File: src/rtl/pio_pkg.sv
// Shared PIO definitions: bus action codes, loader sizing and loader state encoding.
package pio_pkg;

  localparam int NUM_SM     = 4;
  localparam int IMEM_DEPTH = 32;
  localparam int TBL_AW     = 6;

  localparam logic [3:0] ACT_NOP     = 4'd0;
  localparam logic [3:0] ACT_INSTR   = 4'd1;
  localparam logic [3:0] ACT_WRAP    = 4'd2;
  localparam logic [3:0] ACT_PINS    = 4'd5;
  localparam logic [3:0] ACT_EN      = 4'd6;
  localparam logic [3:0] ACT_DIV     = 4'd7;
  localparam logic [3:0] ACT_SIDESET = 4'd8;

  typedef enum logic [2:0] {
    ST_IDLE    = 3'd0,
    ST_PROG_RD = 3'd1,
    ST_PROG_WR = 3'd2,
    ST_CFG_RD  = 3'd3,
    ST_CFG_WR  = 3'd4,
    ST_FIN     = 3'd5
  } ld_state_e;

endpackage

File: src/rtl/pio_bus_mux.sv
// Registered 2:1 selector for the pio bus: loader fields unless the host is granted.
module pio_bus_mux
  import pio_pkg::*;
(
  input  logic        clk,
  input  logic        reset_n,
  input  logic        host_sel,
  input  logic [3:0]  ld_action,
  input  logic [31:0] ld_din,
  input  logic [4:0]  ld_index,
  input  logic [1:0]  ld_mindex,
  input  logic [3:0]  host_action,
  input  logic [31:0] host_din,
  input  logic [4:0]  host_index,
  input  logic [1:0]  host_mindex,
  output logic [3:0]  action,
  output logic [31:0] din,
  output logic [4:0]  index,
  output logic [1:0]  mindex,
  output logic        host_ack
);

  logic [3:0]  action_r;
  logic [31:0] din_r;
  logic [4:0]  index_r;
  logic [1:0]  mindex_r;
  logic        host_ack_r;

  // Bus output register; the grant pulse lines up with the host fields it carries.
  always_ff @(posedge clk or negedge reset_n) begin
    if (!reset_n) begin
      action_r   <= ACT_NOP;
      din_r      <= 32'd0;
      index_r    <= 5'd0;
      mindex_r   <= 2'd0;
      host_ack_r <= 1'b0;
    end else if (host_sel) begin
      action_r   <= host_action;
      din_r      <= host_din;
      index_r    <= host_index;
      mindex_r   <= host_mindex;
      host_ack_r <= 1'b1;
    end else begin
      action_r   <= ld_action;
      din_r      <= ld_din;
      index_r    <= ld_index;
      mindex_r   <= ld_mindex;
      host_ack_r <= 1'b0;
    end
  end

  assign action   = action_r;
  assign din      = din_r;
  assign index    = index_r;
  assign mindex   = mindex_r;
  assign host_ack = host_ack_r;

endmodule

File: src/rtl/pio_loader.sv
// PIO bring-up loader: streams program words and per-machine config writes from a
// table memory onto the pio bus, and lends that bus to a host port when idle.
module pio_loader
  import pio_pkg::*;
(
  input  logic              clk,
  input  logic              reset_n,
  input  logic              start,
  input  logic              abort,
  input  logic [5:0]        prog_len,
  input  logic [5:0]        cfg_len,
  input  logic [NUM_SM-1:0] sm_mask,
  output logic [TBL_AW-1:0] tbl_addr,
  input  logic [35:0]       tbl_data,
  input  logic              host_req,
  input  logic [3:0]        host_action,
  input  logic [31:0]       host_din,
  input  logic [1:0]        host_mindex,
  input  logic [4:0]        host_index,
  output logic              host_ack,
  output logic [3:0]        action,
  output logic [31:0]       din,
  output logic [4:0]        index,
  output logic [1:0]        mindex,
  output logic              busy,
  output logic              done,
  output logic              aborted
);

  ld_state_e         state_r, state_s;
  logic [5:0]        pc_r, pc_s, ci_r, ci_s;
  logic [5:0]        plen_r, plen_s, clen_r, clen_s, elen_r, elen_s;
  logic [NUM_SM-1:0] mask_r, mask_s, rem_r, rem_s;
  logic [TBL_AW-1:0] tbl_addr_r, tbl_addr_s;
  logic              busy_r, busy_s, done_r, done_s, aborted_r, aborted_s;
  logic [5:0]        eff_len_s;
  logic [1:0]        low_sm_s;
  logic              entry_end_s, host_sel_s;
  logic [3:0]        ld_action_s;
  logic [31:0]       ld_din_s;
  logic [4:0]        ld_index_s;
  logic [1:0]        ld_mindex_s;

  assign eff_len_s = (prog_len > 6'(IMEM_DEPTH)) ? 6'(IMEM_DEPTH) : prog_len;

  // Lowest machine still owed the current config entry.
  always_comb begin
    low_sm_s = 2'd0;
    for (int i = NUM_SM - 1; i >= 0; i--) begin
      if (rem_r[i]) begin
        low_sm_s = 2'(i);
      end else begin
        low_sm_s = low_sm_s;
      end
    end
  end

  // Next-state and loader bus fields; next-state lookahead keeps tbl_addr one cycle ahead of data.
  always_comb begin
    state_s     = state_r;
    pc_s        = pc_r;
    ci_s        = ci_r;
    plen_s      = plen_r;
    clen_s      = clen_r;
    elen_s      = elen_r;
    mask_s      = mask_r;
    rem_s       = rem_r;
    tbl_addr_s  = tbl_addr_r;
    ld_action_s = ACT_NOP;
    ld_din_s    = 32'd0;
    ld_index_s  = 5'd0;
    ld_mindex_s = 2'd0;
    done_s      = 1'b0;
    aborted_s   = 1'b0;
    host_sel_s  = 1'b0;
    entry_end_s = 1'b0;
    case (state_r)
      ST_IDLE: begin
        if (start) begin
          plen_s = prog_len;
          clen_s = cfg_len;
          elen_s = eff_len_s;
          mask_s = sm_mask;
          pc_s   = 6'd0;
          ci_s   = 6'd0;
          if (eff_len_s != 6'd0) begin
            state_s    = ST_PROG_RD;
            tbl_addr_s = {TBL_AW{1'b0}};
          end else if (cfg_len != 6'd0) begin
            state_s    = ST_CFG_RD;
            tbl_addr_s = TBL_AW'(prog_len);
          end else begin
            state_s = ST_FIN;
          end
        end else if (host_req && !host_ack) begin
          host_sel_s = 1'b1;
        end else begin
          host_sel_s = 1'b0;
        end
      end
      ST_PROG_RD: state_s = ST_PROG_WR;
      ST_PROG_WR: begin
        ld_action_s = ACT_INSTR;
        ld_din_s    = {16'd0, tbl_data[15:0]};
        ld_index_s  = pc_r[4:0];
        pc_s        = pc_r + 6'd1;
        if (pc_s != elen_r) begin
          state_s    = ST_PROG_RD;
          tbl_addr_s = TBL_AW'(pc_s);
        end else if (clen_r != 6'd0) begin
          state_s    = ST_CFG_RD;
          tbl_addr_s = TBL_AW'(plen_r);
        end else begin
          state_s = ST_FIN;
        end
      end
      ST_CFG_RD: begin
        state_s = ST_CFG_WR;
        rem_s   = mask_r;
      end
      ST_CFG_WR: begin
        if ((tbl_data[35:32] == ACT_NOP) || (rem_r == {NUM_SM{1'b0}})) begin
          entry_end_s = 1'b1;
        end else begin
          ld_action_s = tbl_data[35:32];
          ld_din_s    = tbl_data[31:0];
          ld_mindex_s = low_sm_s;
          rem_s       = rem_r & (rem_r - {{(NUM_SM-1){1'b0}}, 1'b1});
          entry_end_s = (rem_s == {NUM_SM{1'b0}});
        end
        if (!entry_end_s) begin
          state_s = ST_CFG_WR;
        end else begin
          ci_s = ci_r + 6'd1;
          if (ci_s == clen_r) begin
            state_s = ST_FIN;
          end else begin
            state_s    = ST_CFG_RD;
            tbl_addr_s = TBL_AW'(plen_r + ci_s);
          end
        end
      end
      ST_FIN: begin
        done_s  = 1'b1;
        state_s = ST_IDLE;
      end
      default: state_s = ST_IDLE;
    endcase
    // Abort squashes whatever write this cycle would have issued.
    if (abort && (state_r inside {ST_PROG_RD, ST_PROG_WR, ST_CFG_RD, ST_CFG_WR})) begin
      state_s     = ST_IDLE;
      ld_action_s = ACT_NOP;
      aborted_s   = 1'b1;
    end else begin
      aborted_s = aborted_s;
    end
    busy_s = (state_s inside {ST_PROG_RD, ST_PROG_WR, ST_CFG_RD, ST_CFG_WR});
  end

  // Sequencer state, captured parameters and registered status outputs.
  always_ff @(posedge clk or negedge reset_n) begin
    if (!reset_n) begin
      state_r    <= ST_IDLE;
      pc_r       <= 6'd0;
      ci_r       <= 6'd0;
      plen_r     <= 6'd0;
      clen_r     <= 6'd0;
      elen_r     <= 6'd0;
      mask_r     <= {NUM_SM{1'b0}};
      rem_r      <= {NUM_SM{1'b0}};
      tbl_addr_r <= {TBL_AW{1'b0}};
      busy_r     <= 1'b0;
      done_r     <= 1'b0;
      aborted_r  <= 1'b0;
    end else begin
      state_r    <= state_s;
      pc_r       <= pc_s;
      ci_r       <= ci_s;
      plen_r     <= plen_s;
      clen_r     <= clen_s;
      elen_r     <= elen_s;
      mask_r     <= mask_s;
      rem_r      <= rem_s;
      tbl_addr_r <= tbl_addr_s;
      busy_r     <= busy_s;
      done_r     <= done_s;
      aborted_r  <= aborted_s;
    end
  end

  pio_bus_mux u_bus_mux (
    .clk         (clk),
    .reset_n     (reset_n),
    .host_sel    (host_sel_s),
    .ld_action   (ld_action_s),
    .ld_din      (ld_din_s),
    .ld_index    (ld_index_s),
    .ld_mindex   (ld_mindex_s),
    .host_action (host_action),
    .host_din    (host_din),
    .host_index  (host_index),
    .host_mindex (host_mindex),
    .action      (action),
    .din         (din),
    .index       (index),
    .mindex      (mindex),
    .host_ack    (host_ack)
  );

  assign tbl_addr = tbl_addr_r;
  assign busy     = busy_r;
  assign done     = done_r;
  assign aborted  = aborted_r;

endmodule

File: config.mk
export PLATFORM = sky130hd
export DESIGN_NAME = pio_loader
export DESIGN_NICKNAME = d
export VERILOG_FILES = /design/src/rtl/pio_pkg.sv /design/src/rtl/pio_bus_mux.sv /design/src/rtl/pio_loader.sv
export SDC_FILE = /design/constraint.sdc
export NUM_CORES = 1
export LEC_CHECK = 0
export ABC_AREA = 1
export BUFFER_PORTS_ARGS = -buffer_cell sky130_fd_sc_hd__buf_4
export CORE_ASPECT_RATIO = 1.2
export CORE_MARGIN = 1.5
export CORE_UTILIZATION = 56
export CTS_CLUSTER_DIAMETER = 120
export CTS_CLUSTER_SIZE = 25
export DETAILED_ROUTE_END_ITERATION = 6
export PLACE_DENSITY = 0.87
export SETUP_SLACK_MARGIN = 0.4
export SLEW_MARGIN = 20
export SYNTH_ARGS = -nofsm -noshare
export SYNTH_HDL_FRONTEND = slang
export SYNTH_HIERARCHICAL = 1
export SYNTH_SLANG_ARGS = --single-unit
File: constraint.sdc
create_clock -name clk -period 5.85 [get_ports clk]
set_input_delay 1.17 -clock clk [delete_from_list [all_inputs] [get_ports clk]]
set_output_delay 1.17 -clock clk [all_outputs]
set_load 0.02 [all_outputs]
Word-level counts from Yosys, hierarchy flattened
Index checks and enable logic that the tools add are counted.
{ "classes": {"eq_ne": 17, "bitwise": 1, "n_mux": 48, "magnitude_cmp": 1, "reduce_logical": 22, "n_addsub": 4} }
{ "op_table": {"columns": ["operator", "n"], "rows": [
  ["$mux W32", 2],
  ["$pmux W32 S2", 1],
  ["$mux W6", 10],
  ["$mux W3", 8],
  ["$pmux W6 S2", 2],
  ["$pmux W6 S3", 1],
  ["$reduce_bool A6 Y1", 3],
  ["$mux W4", 4],
  ["$pmux W4 S2", 2],
  ["$pmux W3 S5", 1],
  ["$mux W2", 7],
  ["$add A6 B1 Y6 const B", 2],
  ["$eq A3 B2 Y1 const B", 4],
  ["$logic_not A4 Y1", 3],
  ["$mux W5", 2],
  ["$eq A3 B3 Y1 const B", 3],
  ["$mux W1", 8],
  ["$ne A2 B2 Y1 const B", 4],
  ["$reduce_bool A4 Y1", 2],
  ["$add A6 B6 Y6", 1],
  ["$eq A3 B1 Y1 const B", 2],
  ["$eq A6 B6 Y1", 1],
  ["$gt A6 B6 Y1 const B", 1],
  ["$ne A3 B3 Y1 const B", 2],
  ["12 further kinds", 17]
]} }
{ "word_totals": {"regBits": 94, "input_bits": 100, "wordCells": 110} }

Longest topological paths before layout
Gate-level depths: netlist (run 1).
{ "depth": {"word_depth": 10, "depth_mapped": 16, "ltp_nobuf": 16} }

Hierarchy
The synthesis (run 1) kept the hierarchy.
{ "by_module_without_submodules": {"columns": ["module", "n_inst", "area_per_inst_um2", "cells_per_inst"], "rows": [
  ["pio_loader", 1, 3405.8, 497],
  ["pio_bus_mux", 1, 1680.4, 183]
]} }

Worst setup path after synthesis (run 1)
No wires, ideal clock.
{ "synth_path": {"path_type": "input port to flip-flop", "from": "input port tbl_data[32]", "to": "register u_bus_mux.din_r[0] (netlist: u_bus_mux/din[0])", "t_required_ns": 5.734, "slack_ns": 3.600, "arrival_time_ns": 2.133, "cell_stages": 11, "cell_sequence": "nor2_1 nand3_1 nand2_1 inv_1 nand2_1 nand2_1 inv_2 clkbuf_1 nor2_1 nand2_1 nand2_1"} }
{ "synth_via": {"elab_chain_cells": 5} }
{ "synth_rtl": {"columns": ["element", "line_no", "source"], "rows": [
  ["from (decl)", "pio_loader.sv:14", "input logic [35:0] tbl_data,"],
  ["$logic_not A4 Y1", "pio_loader.sv:122", "if ((tbl_data[35:32] == ACT_NOP) || (rem_r == {NUM_SM{1'b0}})) begin"],
  ["$logic_or A1 B1 Y1", "pio_loader.sv:122", null],
  ["$mux W32", "pio_loader.sv:122", null],
  ["$pmux W32 S2", "pio_loader.sv:77", "case (state_r)"],
  ["named net ld_din_s[0]", "pio_loader.sv:40", "logic [31:0] ld_din_s;"],
  ["$mux W32", "pio_bus_mux.sv:37", "end else if (host_sel) begin"],
  ["to (signal assigned)", "pio_bus_mux.sv:39", "din_r <= host_din;"],
  ["to (signal assigned)", "pio_bus_mux.sv:45", "din_r <= ld_din;"],
  ["to (decl)", "pio_bus_mux.sv:24", "logic [31:0] din_r;"]
]} }
The timed path passes the listed nets, and every way through them passes these cells.
A chain may end at the register's enable or synchronous reset.

Worst setup path in the final report (run 1)
{ "layout_path": {"from": "register state_r[1]", "to": "register u_bus_mux.din_r[3] (netlist: u_bus_mux/din[3])"} }
{ "layout_via": {"elab_chain_cells": 3, "word_cells_on_any_way": 6} }
{ "layout_rtl": {"columns": ["element", "line_no", "source"], "rows": [
  ["from (decl)", "pio_loader.sv:30", "ld_state_e state_r, state_s;"],
  ["from (signal assigned)", "pio_loader.sv:176", "state_r <= state_s;"],
  ["$eq A3 B3 Y1 / $eq A3 B2 Y1 (equally long branches)", "pio_loader.sv:77", null],
  ["$pmux W32 S2 (*)", "pio_loader.sv:77", null],
  ["named net ld_din_s[3]", "pio_loader.sv:40", null],
  ["$mux W32 (*)", "pio_bus_mux.sv:37", null]
]} }
Mark *: on every way through the listed nets, which the timed path passes. The rest lies on a longest branch.

==> results.toml, run 1 <==
[setup_path]
worst-setup-path-type = "flip-flop to flip-flop"
cp.arrival_ps = 3130
critPathLaunch = "state_r[1]$_DFF_PN0_"
required_ps = 6160
rrSetupSlack_ps = 3030
end_of_the_critical_path = "u_bus_mux/din[3]$_DFF_PN0_"
startpoint_type = "flip-flop"
critical_path_peak_fanout = 24
terminus_of_the_critical_flop_to_flop_path = "u_bus_mux/din[3]$_DFF_PN0_"
r2r-start = "state_r[1]$_DFF_PN0_"
cp-end-kind = "flip-flop"
r2r_cells = 9

[clock_network]
worst_skew_pair_later_pin_latency_ps = 370
clock_slew_at_reported_path_ffs_ps = 90
ctsHoldBuffers = 0
postCtsResizedCells = 0
tritoncts = "built"
clockBufferDepth = 2
clock_tree_root_buffer_cell = "clkbuf_8"
sinks_on_clock_net = 94
postCtsSetupBuffers = 0
cts-htree-levels = 3
cts_inserted_buffers = 9

[floorplanning]
core-area_mm2 = 0.00870
fp-row-count = 37
die_ar_mm2 = 0.00967
io_pins = 153
die_w_um = 90.0
dieHeight_um = 107
initial_core_util = 0.584

[global_route]
first_pass_grt_wire_length_um = 22200
via_count_of_the_first_global_routing_pass = 4657
grt_start_max_net_pins = 70
grt_usage = 0.293
global_route.overflow_total = 0
initial_antenna_violation_count = 0

[yosys]
synth_enable_flop_cells = 0
ys_seq_area_frac = 0.462
post_synth_inst_count = 680
synth_fp_nets = 788
postSynth.topFlopCell = "dfrtp_1"
synth_async_reset_ratio = 1.00
synth_area_per_cell_um2 = 7.48
yosys_warnings = 6
postSynthRegisterBits = 94
ys_types = 37
netlist_area_mm2 = 0.00509

[route]
highest-signal-layer = "met4"
routed_wire_length_per_instance_um = 14.5
drt-total-wl_um = 13700
wirelength_met1_um = 5550
drt-vias-per-instance = 5.17
route.detailed.drc = 0
drtIter0Drc = 373
routed-wl-met2_um = 6690
drt.antenna.violating_nets = 0
num_vias = 4889
drt_pass1_iterations = 5
routed-wl-met3_um = 1010

[placed_design]
detailed_place_hpwl_um = 10400
buffer_ports.inserted = 152
global_placer_s_final_weighted_congestion = 1.03
detailed_place.area_mm2 = 0.00623

[finish]
design_area_mm2 = 0.00646
multi_input_comb_area_mm2 = 0.00221
flow.area_growth_from_synthesis_pct = 27.0
layout.nets = 931
final_layout_size_suffix_gt1_frac = 0.256
filler_cell_count = 621
num_antenna_cells = 0
seqCellArea_mm2 = 0.00235

[sta]
fin_crit_ps = 2820
max_clock_freq_mhz = 355
timing_worst_slew_pin_value_ps = 967
totalNegativeSetupSlack_ps = 0
setup_viol = 0
timing_max_transition_violations_final = 0
relSlewSlack = 0.354
grt_setup_unrepaired = "no"
period_share = 0.482
fin_skew_ps = 9.80
final-hold-violation-count = 0

[min_path]
min-delay-path-class = "flip-flop to flip-flop"
holdPathStages = 2

[power_and_ir_drop]
switching_power_uw = 1110
static-leakage-power_uw = 0.00371
total_power_uw = 2630
swShare = 0.424
power_density_mw_per_mm2 = 407
p_comb_frac = 0.449
vdd_drop_max_mv = 0.237
seqPwrFrac = 0.365
power_internal_uw = 1510
pwr-share-clk = 0.186

[job]
max_cap_violations = 0

[outcome]
outcome = "complete, no violations"
==> final cells by class <==
cell class / instances / share of cell area
Clock buffer: 11 / 0.0219
Clock inverter: 5 / 0.0126
Inverter: 100 / 0.0589
Multi-Input combinational cell: 465 / 0.342
Sequential cell: 94 / 0.364
Tap cell: 117 / 0.0227
Timing Repair Buffer: 153 / 0.178
==> registers in the layout, summed over array words and instances (netlist names), 5 cells and up <==
name and flops:
u_bus_mux/din 32, clen_r 6, tbl_addr 6, pc_r 6
u_bus_mux/index 5, ci_r 6, elen_r 6, plen_r 6
==> synth_stat cells (2+ instances only) <==
library cell	instances	area, um^2
nand2_1	248	931
dfrtp_1	94	2350
inv_1	86	323
nor2_1	66	248
nand3_1	37	185
o21ai_0	24	120
nand2_2	13	81.3
inv_2	11	41.3
o22ai_1	10	62.6
o21ai_1	8	40.0
buf_4	7	52.6
ha_1	7	87.6
nand4_1	7	43.8
nor3_1	7	35.0
a21oi_1	6	30.0
buf_6	6	67.6
clkbuf_1	5	18.8
nand2_4	4	45.0
nor2_4	4	45.0
xor2_1	4	35.0
buf_2	3	15.0
nand3_2	3	30.0
clkinv_1	2	7.51
nand3b_1	2	15.0
nor3_2	2	20.0
o211ai_1	2	15.0
xnor2_1	2	17.5
==> metrics by stage <==
stage                     cells  setup slack [ps]  hold WS, ps   util
after floorplan             680              3600          437      -
after global placement      929              2910          457  0.716
after detailed placement    929              2850          460  0.716
after CTS                   945              3000          487  0.742
after global routing        945              2660          511  0.742
final                       945              3030          484  0.742
==> cell families (layout without fill, tap and decap cells) <==
| logic type | count (synthesis) | count (layout) | synth area share |
|---|---|---|---|
| and+or+nand+nor | 399 | 399 | 0.345 |
| xor gates and xnor gates | 6 | 6 | 0.0103 |
| DFF | 94 | 94 | 0.462 |
| AOI/OAI and AO/OA | 52 | 52 | 0.0556 |
| adders and majority gates | 8 | 8 | 0.0212 |
| buffers and inverters | 121 | 269 | 0.105 |
==> worst max-delay path, cell delays in order, from the launching register on <==
cell,delay [ps]
dfrtp_1,420
nor2_1,210
inv_2,40
nor2_1,670
nand2_1,700
nand2_1,230
inv_2,160
nor2_1,160
nand2_1,80
nand2_1,70
==> how the worst min path moves through the flow <==
| stage | startpoint | to | slack [ps] |
|---|---|---|---|
| after global routing | tbl_addr[4]$_DFFE_PN0P_ | tbl_addr[4]$_DFFE_PN0P_ | 510 |
| after floorplan | mask_r[1]$_DFFE_PN0P_ | mask_r[1]$_DFFE_PN0P_ | 440 |
| final | mask_r[3]$_DFFE_PN0P_ | mask_r[3]$_DFFE_PN0P_ | 480 |
| after CTS | tbl_addr[2]$_DFFE_PN0P_ | tbl_addr[2]$_DFFE_PN0P_ | 490 |
| after global placement | mask_r[2]$_DFFE_PN0P_ | mask_r[2]$_DFFE_PN0P_ | 460 |
| after detailed placement | mask_r[2]$_DFFE_PN0P_ | mask_r[2]$_DFFE_PN0P_ | 460 |
==> power groups by stage <==
stage               combinational, uW  sequential [uW]  clock (uW)
floorplan                         739             1040           0
global placement                 1140              966           0
detailed placement               1170              971           0
CTS                              1180              958         490
global route                     1310              981         518
finish                           1180              959         487
==> cell usage in the layout (no fill, tap or decap), types with 5 or more instances in the layout <==
| cell type | instances |
|---|---|
| ha_1 | 7 |
| nor3_1 | 7 |
| clkbuf_8 | 10 |
| inv_1 | 86 |
| inv_2 | 11 |
| o21ai_0 | 24 |
| nor2_4 | 5 |
| nand2_2 | 13 |
| a21oi_1 | 6 |
| o21ai_1 | 8 |
| o22ai_1 | 10 |
| nand2_1 | 248 |
| nor2_1 | 65 |
| dfrtp_1 | 94 |
| nand3_1 | 37 |
| buf_4 | 153 |
| nand4_1 | 7 |
==> per-layer routing <==
metal | GRT usage | up-vias
met5 | 0 | -
met4 | 0.130 | 0
met3 | 0.0579 | 43
met2 | 0.498 | 244
met1 | 0.365 | 2238
li1 | - | 2364
(Power assumes the default switching activity.)
==> run 2: changes to the inputs <==
--- a/config.mk
+++ b/config.mk
@@ -9,11 +9,11 @@
 export BUFFER_PORTS_ARGS = -buffer_cell sky130_fd_sc_hd__buf_4
 export CORE_ASPECT_RATIO = 1.2
 export CORE_MARGIN = 1.5
-export CORE_UTILIZATION = 56
+export CORE_UTILIZATION = 52
 export CTS_CLUSTER_DIAMETER = 120
 export CTS_CLUSTER_SIZE = 25
 export DETAILED_ROUTE_END_ITERATION = 6
-export PLACE_DENSITY = 0.87
+export PLACE_DENSITY = 0.82
 export SETUP_SLACK_MARGIN = 0.4
 export SLEW_MARGIN = 20
 export SYNTH_ARGS = -nofsm -noshare
==> constraint.sdc (replaced) <==
create_clock -name clk -period 2.9 [get_ports clk]
set_input_delay 0.58 -clock clk [delete_from_list [all_inputs] [get_ports clk]]
set_output_delay 0.58 -clock clk [all_outputs]
set_load 0.02 [all_outputs]
==> run 2 against run 1 <==
First-iteration DRC count is 39% lower. Hold slack worse by 240 ps. Sequential cell count stayed put. Combinational power is 110% higher. Utilization is 5.0 points lower. Largest power group unchanged.
==> results.toml, run 2 (same netlist as run 1, synthesis figures left out) <==
[finish]
filler_cell_count = 786
num_antenna_cells = 0
most_frequent_cells_in_the_layout = "nand2_1, buf_4, dfrtp_1"
largest_register_ffs = 32
layout.cells.most_common = "nand2_1"
flow.area_growth_from_synthesis_pct = 29.5
design_area_mm2 = 0.00659
final_layout_size_suffix_gt1_frac = 0.264
instances_no_fill = 957
layout.nets = 937

[setup_path]
critPathLaunch = "ci_r[0]$_DFFE_PN0P_"
startpoint_type = "flip-flop"
r2r-start = "ci_r[0]$_DFFE_PN0P_"
critPathMaxStageDelay_ps = 460
rrSetupSlack_ps = 630
r2r_cells = 15
cp_slowest_cell = "dfrtp_2"
cp_cell_sequence = "ha_1 > inv_1 > nand2_2 > nand2_2 > inv_1 > ha_1 > nand3_1 > nand3_1 > and2_1 > o21ai_1 > nand3_1 > nand2_1 > o21ai_1 > nand2_1 > nand2_1"
worst-setup-path-type = "flip-flop to flip-flop"
end_of_the_critical_path = "tbl_addr[5]$_DFFE_PN0P_"
critical_path_peak_fanout = 9
terminus_of_the_critical_flop_to_flop_path = "tbl_addr[5]$_DFFE_PN0P_"
cp-end-kind = "flip-flop"
required_ps = 3140
cp.arrival_ps = 2510

[sta]
final-hold-violation-count = 0
fin_skew_ps = 5.01
max_clock_freq_mhz = 440
timing_worst_slew_pin_value_ps = 596
timing_max_transition_violations_final = 0
fin_crit_ps = 2270
period_share = 0.783
setup_viol = 0
totalNegativeSetupSlack_ps = 0
relSlewSlack = 0.603
grt_setup_unrepaired = "no"

[route]
num_vias = 4843
drtIter0Drc = 228
drt_pass1_iterations = 5
drt.antenna.violating_nets = 0
drt-vias-per-instance = 5.06
route.detailed.drc = 0
routed_wire_length_per_instance_um = 14.2
drt-total-wl_um = 13600

[clock_network]
tritoncts = "built"
postCtsResizedCells = 0
clock_slew_at_reported_path_ffs_ps = 70
postCtsSetupBuffers = 0
cts_inserted_buffers = 9
clockBufferDepth = 2
clock_tree_root_buffer_cell = "clkbuf_16"
sinks_on_clock_net = 94
ctsHoldBuffers = 0
worst_skew_pair_later_pin_latency_ps = 340
cts-htree-levels = 3

[floorplanning]
dieHeight_um = 111
initial_core_util = 0.535
core-area_mm2 = 0.00952
die_ar_mm2 = 0.0104
fp-row-count = 39
die_w_um = 93.3
io_pins = 153

[placed_design]
detailed_place_hpwl_um = 10300
detailed_place.area_mm2 = 0.00630
dpl.cell_count = 941
global_placer_s_final_weighted_congestion = 0.866
buffer_ports.inserted = 152

[global_route]
first_pass_grt_wire_length_um = 21700
initial_antenna_violation_count = 0
via_count_of_the_first_global_routing_pass = 4735
grt_usage = 0.267
grt_start_max_net_pins = 52
global_route.overflow_total = 0

[power_and_ir_drop]
static-leakage-power_uw = 0.00378
power_density_mw_per_mm2 = 835
vdd_drop_max_mv = 0.470

[job]
max_cap_violations = 0

[min_path]
min-delay-path-class = "input pin to asynchronous set/reset pin"

[outcome]
outcome = "complete, no violations"
==> run 2: area by class of cell <==
cell class / count / area (um^2) / share of cell area
Clock buffer: 11 / 253 / 0.0384
Sequential cell: 94 / 2350 / 0.357
Inverter: 100 / 380 / 0.0577
Clock inverter: 5 / 33.8 / 0.00513
Timing Repair Buffer: 159 / 1210 / 0.183
Multi-Input combinational cell: 465 / 2210 / 0.335
Tap cell: 123 / 154 / 0.0234
==> run 2: how the worst min path moves through the flow <==
| stage | startpoint | to | slack, ps | cells after the start |
|---|---|---|---|---|
| 3_5_place_dp | mask_r[1]$_DFFE_PN0P_ | mask_r[1]$_DFFE_PN0P_ | 460 | 2 |
| 2_1_floorplan | reset_n | aborted$_DFF_PN0_ | 280 | 0 |
| 6_report | reset_n | u_bus_mux/din[21]$_DFF_PN0_ | 240 | 1 |
| 4_1_cts | reset_n | u_bus_mux/din[21]$_DFF_PN0_ | 260 | 1 |
| 5_1_grt | reset_n | u_bus_mux/din[21]$_DFF_PN0_ | 290 | 1 |
| 3_3_place_gp | mask_r[1]$_DFFE_PN0P_ | mask_r[1]$_DFFE_PN0P_ | 460 | 2 |
==> run 2: where the power goes <==
group          total [uW]  switching (uW)  internal, uW  leakage (uW)
sequential           1950             255          1690       0.00125
clock                1140             512           627      0.000138
combinational        2420            1540           882       0.00239
==> run 2: layer usage <==
| metal | share of wire | vias up | routed length (um) | global-route usage |
|---|---|---|---|---|
| met4 | 0.028 | 0 | 384 | 0.118 |
| li1 | - | 2382 | - | - |
| met2 | 0.50 | 196 | 6840 | 0.467 |
| met5 | 0 | - | 0 | 0 |
| met3 | 0.064 | 31 | 868 | 0.0348 |
| met1 | 0.41 | 2234 | 5540 | 0.323 |
==> run 2: metrics by stage <==
stage                     total power, uW  utilization  setup slack (ps)  hold slack (ps)
final                                5500        0.692               630              240
after global routing                 5860        0.692               407              293
after CTS                            5520        0.692               544              263
after detailed placement             4370        0.662               568              461
after global placement               4300        0.662               660              461
after floorplan                      3600            -               856              284
==> run 2: critical path, delay by kind of cell, from the launching register on <==
kind	cells	cell delay (ps)
AO/OA/AOI/OAI	2	210
buffers and inverters	2	120
flip-flops	1	460
adder cells (fa/ha/maj)	2	600
AND/OR/NAND/NOR	9	760
